`src/rtl/fir4_avg_outbuf.sv`:
```
// fir4_avg_outbuf
//   Output stage for the 4-tap signed averaging FIR. Each valid (w+2)-bit
//   running sum is divided by 4 with round-half-up to give the w-bit average.
//   The first TAPS sums after reset are discarded while the FIR delay line
//   fills. Averages kept after that go into a DEPTH-entry FIFO that the
//   consumer drains through a valid/ready handshake.
//
// Ports
//   clk       rising-edge clock
//   reset_n   asynchronous active-low reset; clears the FIFO and restarts warm-up
//   s_in      signed FIR sum (w+2 bits)
//   s_valid   s_in carries a new sum this cycle
//   m_data    signed rounded average at the FIFO head (w bits)
//   m_valid   m_data is valid (FIFO not empty)
//   m_ready   consumer takes m_data this cycle
//   level     FIFO occupancy, 0..DEPTH
//   primed    warm-up is done; sums are now kept
//   overflow  sticky: a kept sum was dropped because the FIFO was full
//   ovf_clr   synchronous clear of overflow; a same-cycle drop wins
module fir4_avg_outbuf #(
  parameter int w     = 16,
  parameter int DEPTH = 8,
  parameter int TAPS  = 4
) (
  input  logic                         clk,
  input  logic                         reset_n,
  input  logic signed [w+1:0]          s_in,
  input  logic                         s_valid,
  output logic        [w-1:0]          m_data,
  output logic                         m_valid,
  input  logic                         m_ready,
  output logic [$clog2(DEPTH+1)-1:0]   level,
  output logic                         primed,
  output logic                         overflow,
  input  logic                         ovf_clr
);

  localparam int AW = (DEPTH > 1) ? $clog2(DEPTH) : 1;
  localparam int LW = $clog2(DEPTH+1);
  localparam int CW = $clog2(TAPS+1);

  // ---------------------------------------------------------------------------
  // Round-half-up divide by 4. The sum is sign-extended by one bit so that
  // adding 2 cannot wrap. Bits [w+1:2] are the low w bits of the arithmetic
  // shift; the FIR range guarantees they hold the whole result.
  // ---------------------------------------------------------------------------
  logic [w+2:0] rnd;
  logic [w-1:0] avg;
  logic [2:0]   unused_rnd;

  assign rnd        = {s_in[w+1], s_in} + (w+3)'(2);
  assign avg        = rnd[w+1:2];
  assign unused_rnd = {rnd[w+2], rnd[1:0]};

  // ---------------------------------------------------------------------------
  // Warm-up counter: counts valid sums up to TAPS, then holds. primed is
  // registered from the next count so it has no decode glitch.
  // ---------------------------------------------------------------------------
  logic [CW-1:0] wcnt, wcnt_nxt;

  always_comb begin
    wcnt_nxt = wcnt;
    if (s_valid && !primed) wcnt_nxt = wcnt + CW'(1);
  end

  always_ff @(posedge clk or negedge reset_n) begin
    if (!reset_n) begin
      wcnt   <= '0;
      primed <= 1'b0;
    end else begin
      wcnt   <= wcnt_nxt;
      primed <= (wcnt_nxt == CW'(TAPS));
    end
  end

  // ---------------------------------------------------------------------------
  // FIFO control. A pop frees a slot in the same cycle, so a full FIFO still
  // accepts a push when the consumer is taking the head.
  // ---------------------------------------------------------------------------
  logic [DEPTH-1:0][w-1:0] mem;
  logic [AW-1:0]           wr_ptr, rd_ptr;
  logic                    full, push, pop, drop;

  assign full    = (level == LW'(DEPTH));
  assign m_valid = (level != '0);
  assign pop     = m_valid && m_ready;
  assign push    = s_valid && primed && (!full || pop);
  assign drop    = s_valid && primed && full && !pop;
  assign m_data  = mem[rd_ptr];

  always_ff @(posedge clk or negedge reset_n) begin
    if (!reset_n) begin
      mem    <= '0;
      wr_ptr <= '0;
      rd_ptr <= '0;
    end else begin
      if (push) begin
        mem[wr_ptr] <= avg;
        wr_ptr      <= wr_ptr + AW'(1);
      end
      if (pop) rd_ptr <= rd_ptr + AW'(1);
    end
  end

  always_ff @(posedge clk or negedge reset_n) begin
    if (!reset_n) begin
      level <= '0;
    end else if (push && !pop) begin
      level <= level + LW'(1);
    end else if (pop && !push) begin
      level <= level - LW'(1);
    end
  end

  // Sticky overflow; a new drop takes priority over the clear.
  always_ff @(posedge clk or negedge reset_n) begin
    if (!reset_n)     overflow <= 1'b0;
    else if (drop)    overflow <= 1'b1;
    else if (ovf_clr) overflow <= 1'b0;
  end

endmodule
```
`config.mk`:
```
export PLATFORM = sky130hd
export DESIGN_NAME = fir4_avg_outbuf
export DESIGN_NICKNAME = d
export VERILOG_FILES = /design/src/rtl/fir4_avg_outbuf.sv
export SDC_FILE = /design/constraint.sdc
export NUM_CORES = 1
export LEC_CHECK = 0
export CAP_MARGIN = 20
export CORE_UTILIZATION = 28
export DETAILED_ROUTE_END_ITERATION = 6
export DONT_BUFFER_PORTS = 1
export PLACE_DENSITY = 0.48
export SLEW_MARGIN = 10
export SYNTH_ARGS = -nofsm -noshare
export SYNTH_HDL_FRONTEND = slang
export SYNTH_SLANG_ARGS = --single-unit
```
`constraint.sdc`:
```
create_clock -name clk -period 7.3 [get_ports clk]
set_input_delay 1.46 -clock clk [delete_from_list [all_inputs] [get_ports clk]]
set_output_delay 1.46 -clock clk [all_outputs]
set_load 0.05 [all_outputs]
```
; After elaboration in Yosys (flattened, before gate mapping)
; Cells that the tools add are included.
[totals]
ff_bits = 143
in_bits = 23
wordCells = 52
[op_classes]
add_sub_neg = 6
magnitude_cmp = 3
eq_ne = 2
mux = 10
n_reduce_logical = 17
[op_table]
columns = cell, count
row1 = $bwmux 128, 1
row2 = $bmux 16 s3, 1
row3 = $demux 16 s3, 1
row4 = $mux 16, 2
row5 = $add 18x3->18 const B, 1
row6 = $add 3x1->3 const B, 3
row7 = $logic_and 1x1->1, 9
row8 = $lt 3x4->1 const B, 2
row9 = $mux 4, 2
row10 = $add 4x1->4 const B, 1
row11 = $eq 4x4->1 const B, 1
row12 = $logic_not 1->1, 4
row13 = $reduce_bool 2->1, 2
row14 = $reduce_bool 4->1, 1
row15 = $sub 4x1->4 const B, 1
row16 = $eq 3x3->1 const B, 1
row17 = $ge 3x1->1 const B, 1
row18 = $mux 3, 1
row19 = $mux 1, 2
row20 = $logic_or 1x1->1, 1

; Depth between registers and ports, before layout
[depth]
ltp_word = 8
depth_mapped = 11
ltp_nobuf = 11

; Least setup slack after synthesis
; Ideal clock, no wire load.
[synth_path]
kind = register to output
start = register rd_ptr[0]
end = output port m_data[15]
t_arrival_ns = 1.832
required_time_ns = 5.840
path_slack_ns = 4.008
stages_incl_launch_ff = 5
path_buffers = 2
path_cell_list = dfrtp_1 -> clkbuf_1 -> buf_2 -> mux4_2 -> mux2_2
[synth_between]
elab_chain_cells = 2
[synth_lines]
columns = element, line
row1 = "start, declared", 81  ; logic [AW-1:0] wr_ptr, rd_ptr;
row2 = "start signal, assigned", 101  ; if (pop) rd_ptr <= rd_ptr + AW'(1);
row3 = $bmux 16 s3, 89  ; assign m_data = mem[rd_ptr];
row4 = $mux 16 (implied by the code), 89
row5 = "end, declared", 29  ; output logic [w-1:0] m_data,
; No other way between the ends. The select of a mux whose other input is x is not followed.

; Final worst setup path
[layout_path]
start = register rd_ptr[0]
end = output port m_data[8]
; The elaborated chain is that of the path after synthesis.

==> summary.md <==
| Metric | Value |
|---|---|
| Outcome | complete, no violations |
| Post-route worst hold slack | 0.476 ns |
| Starting utilization of the core area | 28.7% |
| Via-to-Cell Ratio | 4.92 |
| Category of the critical setup timing path | reg2out |
| Total congestion overflow | 0 |
| Number of cells after detailed placement | 827 |
| Number of synthesized register bits | 143 |
| Number of buffers inserted by hold repair at cts | 0 |
| Std cell rows | 55 |
| Diodes inserted | 0 |
| Area growth from synthesis to layout | 12.6% |
| First-pass GRT wire length | 24500 um |
| Layout Utilization | 32.3% |
| Int Pwr | 1.97 mW |
| Sequential cell area | 3580 um2 |
| Net switching power | 1.21 mW |
| Clk network pwr share | 25.0% |
| Buffer and inverter count on the worst path | 1 |
| Count of pins over their slew limit | 0 |
| Global placement routability congestion | 0.728 |
| Logic pwr share | 34.4% |
| Clk_skew | 0.00886 ns |
| Number of buffers on the longest clock path | 2 |
| Min Tclk post-route | 3.86 ns |
| Die boundary width | 154 um |
| FF-to-FF Start | level[0] |
| Sequential area share after synthesis | 55.0% |
| Hold path depth | 1 |
| Worst Max-Slew Pin Slew | 1.02 ns |
| Worst path setup slack after routing | 3.44 ns |
| Summed instance area of the synthesized netlist | 6510 um2 |
| Detailed Route Iter0 Violations | 159 |
| Number of antenna violations at the first check in global routing | 0 |
| Data required time of the critical path | 5.84 ns |
| Family with the most delay on the worst path | multiplexers |
| Fmax | 259 MHz |
| Flop2flop setup slack | 4.09 ns |
| Area of the multi-input gates | 2770 um2 |
| Worst Setup End Kind | primary output |
| CP cell instances | buf_4 > mux4_2 > mux2_2 |
| Maximum number of pins on one net before global-route repair | 144 |
| Power density normalized to cell area | 435 nW/um2 |
| Number of nets produced by synthesis | 601 |
| CTS tree | built |
| Hold Path Origin | wcnt[2] |
| Number of levels in the clock H-tree | 4 |
| Lkg Pwr | 3.10 nW |
| Fraction of power spent switching nets | 38.0% |
| Delay contributed by the slowest stage of the critical path | 0.60 ns |
| Routed Wire Length | 15300 um |
| Number of gates resized after cts | 0 |
| Number of logic stages on the critical path including buffering | 3 |
| Setup TNS | 0 ns |
| IO buf count | 0 |
| Final Hold Vio Count | 0 |
| Count of buffers added by post-CTS timing repair for setup | 0 |
| RSZ-0062 raised after global routing | no |
| Post-route clock period utilization | 52.9% |
| Global router's overall resource usage | 13.7% |
| Startpoint class of the critical path | flop |
| Die outline area | 23900 um2 |
| Distinct cell type count after synthesis | 35 |
| Clock insertion delay at the later pin of the skew report | 0.41 ns |
| Fraction of layout instances using a drive strength above 1 | 18.7% |
| Via count of the first global-routing pass | 4393 |
| Portion of total power attributed to sequential cells | 40.6% |
| Worst endpoint data arrival time | 2.40 ns |
| Post-place setup slack | 3.82 ns |
| Slew margin rel. | 32.3% |
| Die Span Y | 154 um |
| Post-DRT Antenna Nets | 0 |
| Number of sinks driven by the clock tree | 143 |
| Number of nets in the layout | 592 |
| Number of max-capacitance violations reported | 0 |
| Vias | 4220 |
| Number of cell instances on the worst register-to-register path | 11 |
| Core footprint | 22700 um2 |
| Synth warn | 0 |
| Top-level port count | 46 |
| Cell Count, Final, Fillers Out | 858 |
| Fillcell total | 2256 |
| Gate Count Post-Synth | 570 |
| CTS Root Cell | clkbuf_16 |
| Syn Area/Cell | 11.4 um2 |
| Total DRC errors in the routed layout | 0 |
| Worst vdd rail ir drop | 0.000169 V |
| Max stage delay cell, worst path | mux4_2 |
| Setup violations, final | 0 |
| Hold crit path type | reg2reg |
| Placed wire-length estimate after detailed placement | 9520 um |
| Per-cell routed wire length | 17.9 um |
| Register clock-pin slew on the reported worst setup and hold paths | 0.06 ns |
| Inserted Clock Buffers | 17 |
| Biggest fanout along the worst timing path | 34 |
| DR pass1 iterations | 4 |
| Critical path origin | rd_ptr[0] |
==> final cells by class <==
type	count	share of cell area [%]
tap	285	4.87
inverter	3	0.154
timing repair buffer	9	0.922
clock buffer	18	5.86
clock inverter	13	1.62
multi-input combinational	387	37.7
sequential	143	48.8
==> flip-flops by register name, summed over array words and instances, names as in the netlist <==
signal    flops
overflow      1
wcnt          3
level         4
mem         128
wr_ptr        3
primed        1
rd_ptr        3
==> logic make-up (layout without fill, tap and decap cells) <==
family	count (synthesis)	in the layout	share of synthesized area (%)
adders and majority gates	8	8	1.65
muxes	60	60	16.0
and+or+nand+nor	170	170	11.6
DFF	143	143	55.0
buffers and inverters	40	43	2.90
xor gates and xnor gates	25	25	3.36
AOI/OAI and AO/OA	124	124	9.59
==> final timing paths <==
kind	end
min in group asynchronous	mem[32]
hold / removal	wcnt[2]
hold reg to reg	wcnt[2]
setup / recovery	m_data[8]
max in group asynchronous	mem[59]
setup reg to reg	level[3]
==> metal layers <==
layer,part of all wire [%],vias to the layer above,GRT usage [%]
met2,53,82,24.9
met4,1.7,0,5.56
met5,0,-,0
li1,-,1981,-
met1,41,2134,15.8
met3,4.0,23,2.49
==> metrics by stage <==
stage	total power [mW]	cell area (um2)
finish	3.19	7330
global route	3.37	7330
CTS	3.24	7330
detailed placement	2.42	6780
global placement	2.36	6780
floorplan	2.18	6510
==> Yosys cell counts (all sizes together) <==
cell type / instances / area, um2
fa: 1 / 20.0
and4: 1 / 8.76
mux4: 32 / 721
nand3: 7 / 35.0
inv: 3 / 11.3
nand2b: 3 / 18.8
or2: 1 / 6.26
nor4: 2 / 25.0
nor3: 3 / 15.0
nand4bb: 1 / 11.3
ha: 7 / 87.6
and3: 1 / 6.26
buf: 11 / 80.1
or4b: 1 / 13.8
nor2: 67 / 251
nor3b: 2 / 15.0
dfrtp: 143 / 3580
nor2b: 1 / 6.26
clkbuf: 26 / 97.6
nand4: 4 / 25.0
nand3b: 1 / 7.51
a21o: 1 / 7.51
xnor2: 13 / 114
nand2: 72 / 270
o21ai: 61 / 305
and4b: 1 / 10.0
o22ai: 1 / 6.26
mux2: 28 / 319
a21oi: 61 / 305
xor2: 12 / 105
and3b: 1 / 12.5
nor4b: 1 / 15.0
==> power groups by stage <==
| stage | Sequential (mW) | Clock (mW) | Combinational [mW] |
|---|---|---|---|
| 2_1_floorplan | 1.22 | 0 | 0.951 |
| 3_3_place_gp | 1.28 | 0 | 1.08 |
| 3_5_place_dp | 1.31 | 0 | 1.11 |
| 4_1_cts | 1.30 | 0.823 | 1.12 |
| 5_1_grt | 1.33 | 0.856 | 1.19 |
| 6_report | 1.29 | 0.797 | 1.10 |
==> placed cells by master (no fill, tap or decap), types with 3 or more instances in the layout <==
cell | Yosys | routed
o21ai_0 | 46 | 46
nand2_1 | 72 | 72
clkinv_2 | 0 | 3
xor2_1 | 12 | 12
clkinv_4 | 0 | 4
a21oi_1 | 61 | 61
clkinvlp_4 | 0 | 4
nand2b_1 | 3 | 3
ha_1 | 7 | 7
nand4_1 | 4 | 4
o21ai_1 | 15 | 15
dfrtp_1 | 143 | 142
clkbuf_16 | 0 | 17
inv_1 | 3 | 3
nor2_1 | 67 | 67
mux2_2 | 27 | 27
nand3_1 | 7 | 7
nor3_1 | 3 | 3
buf_4 | 0 | 9
mux4_2 | 32 | 32
xnor2_1 | 13 | 13
Power figures use the tool's default switching activity.
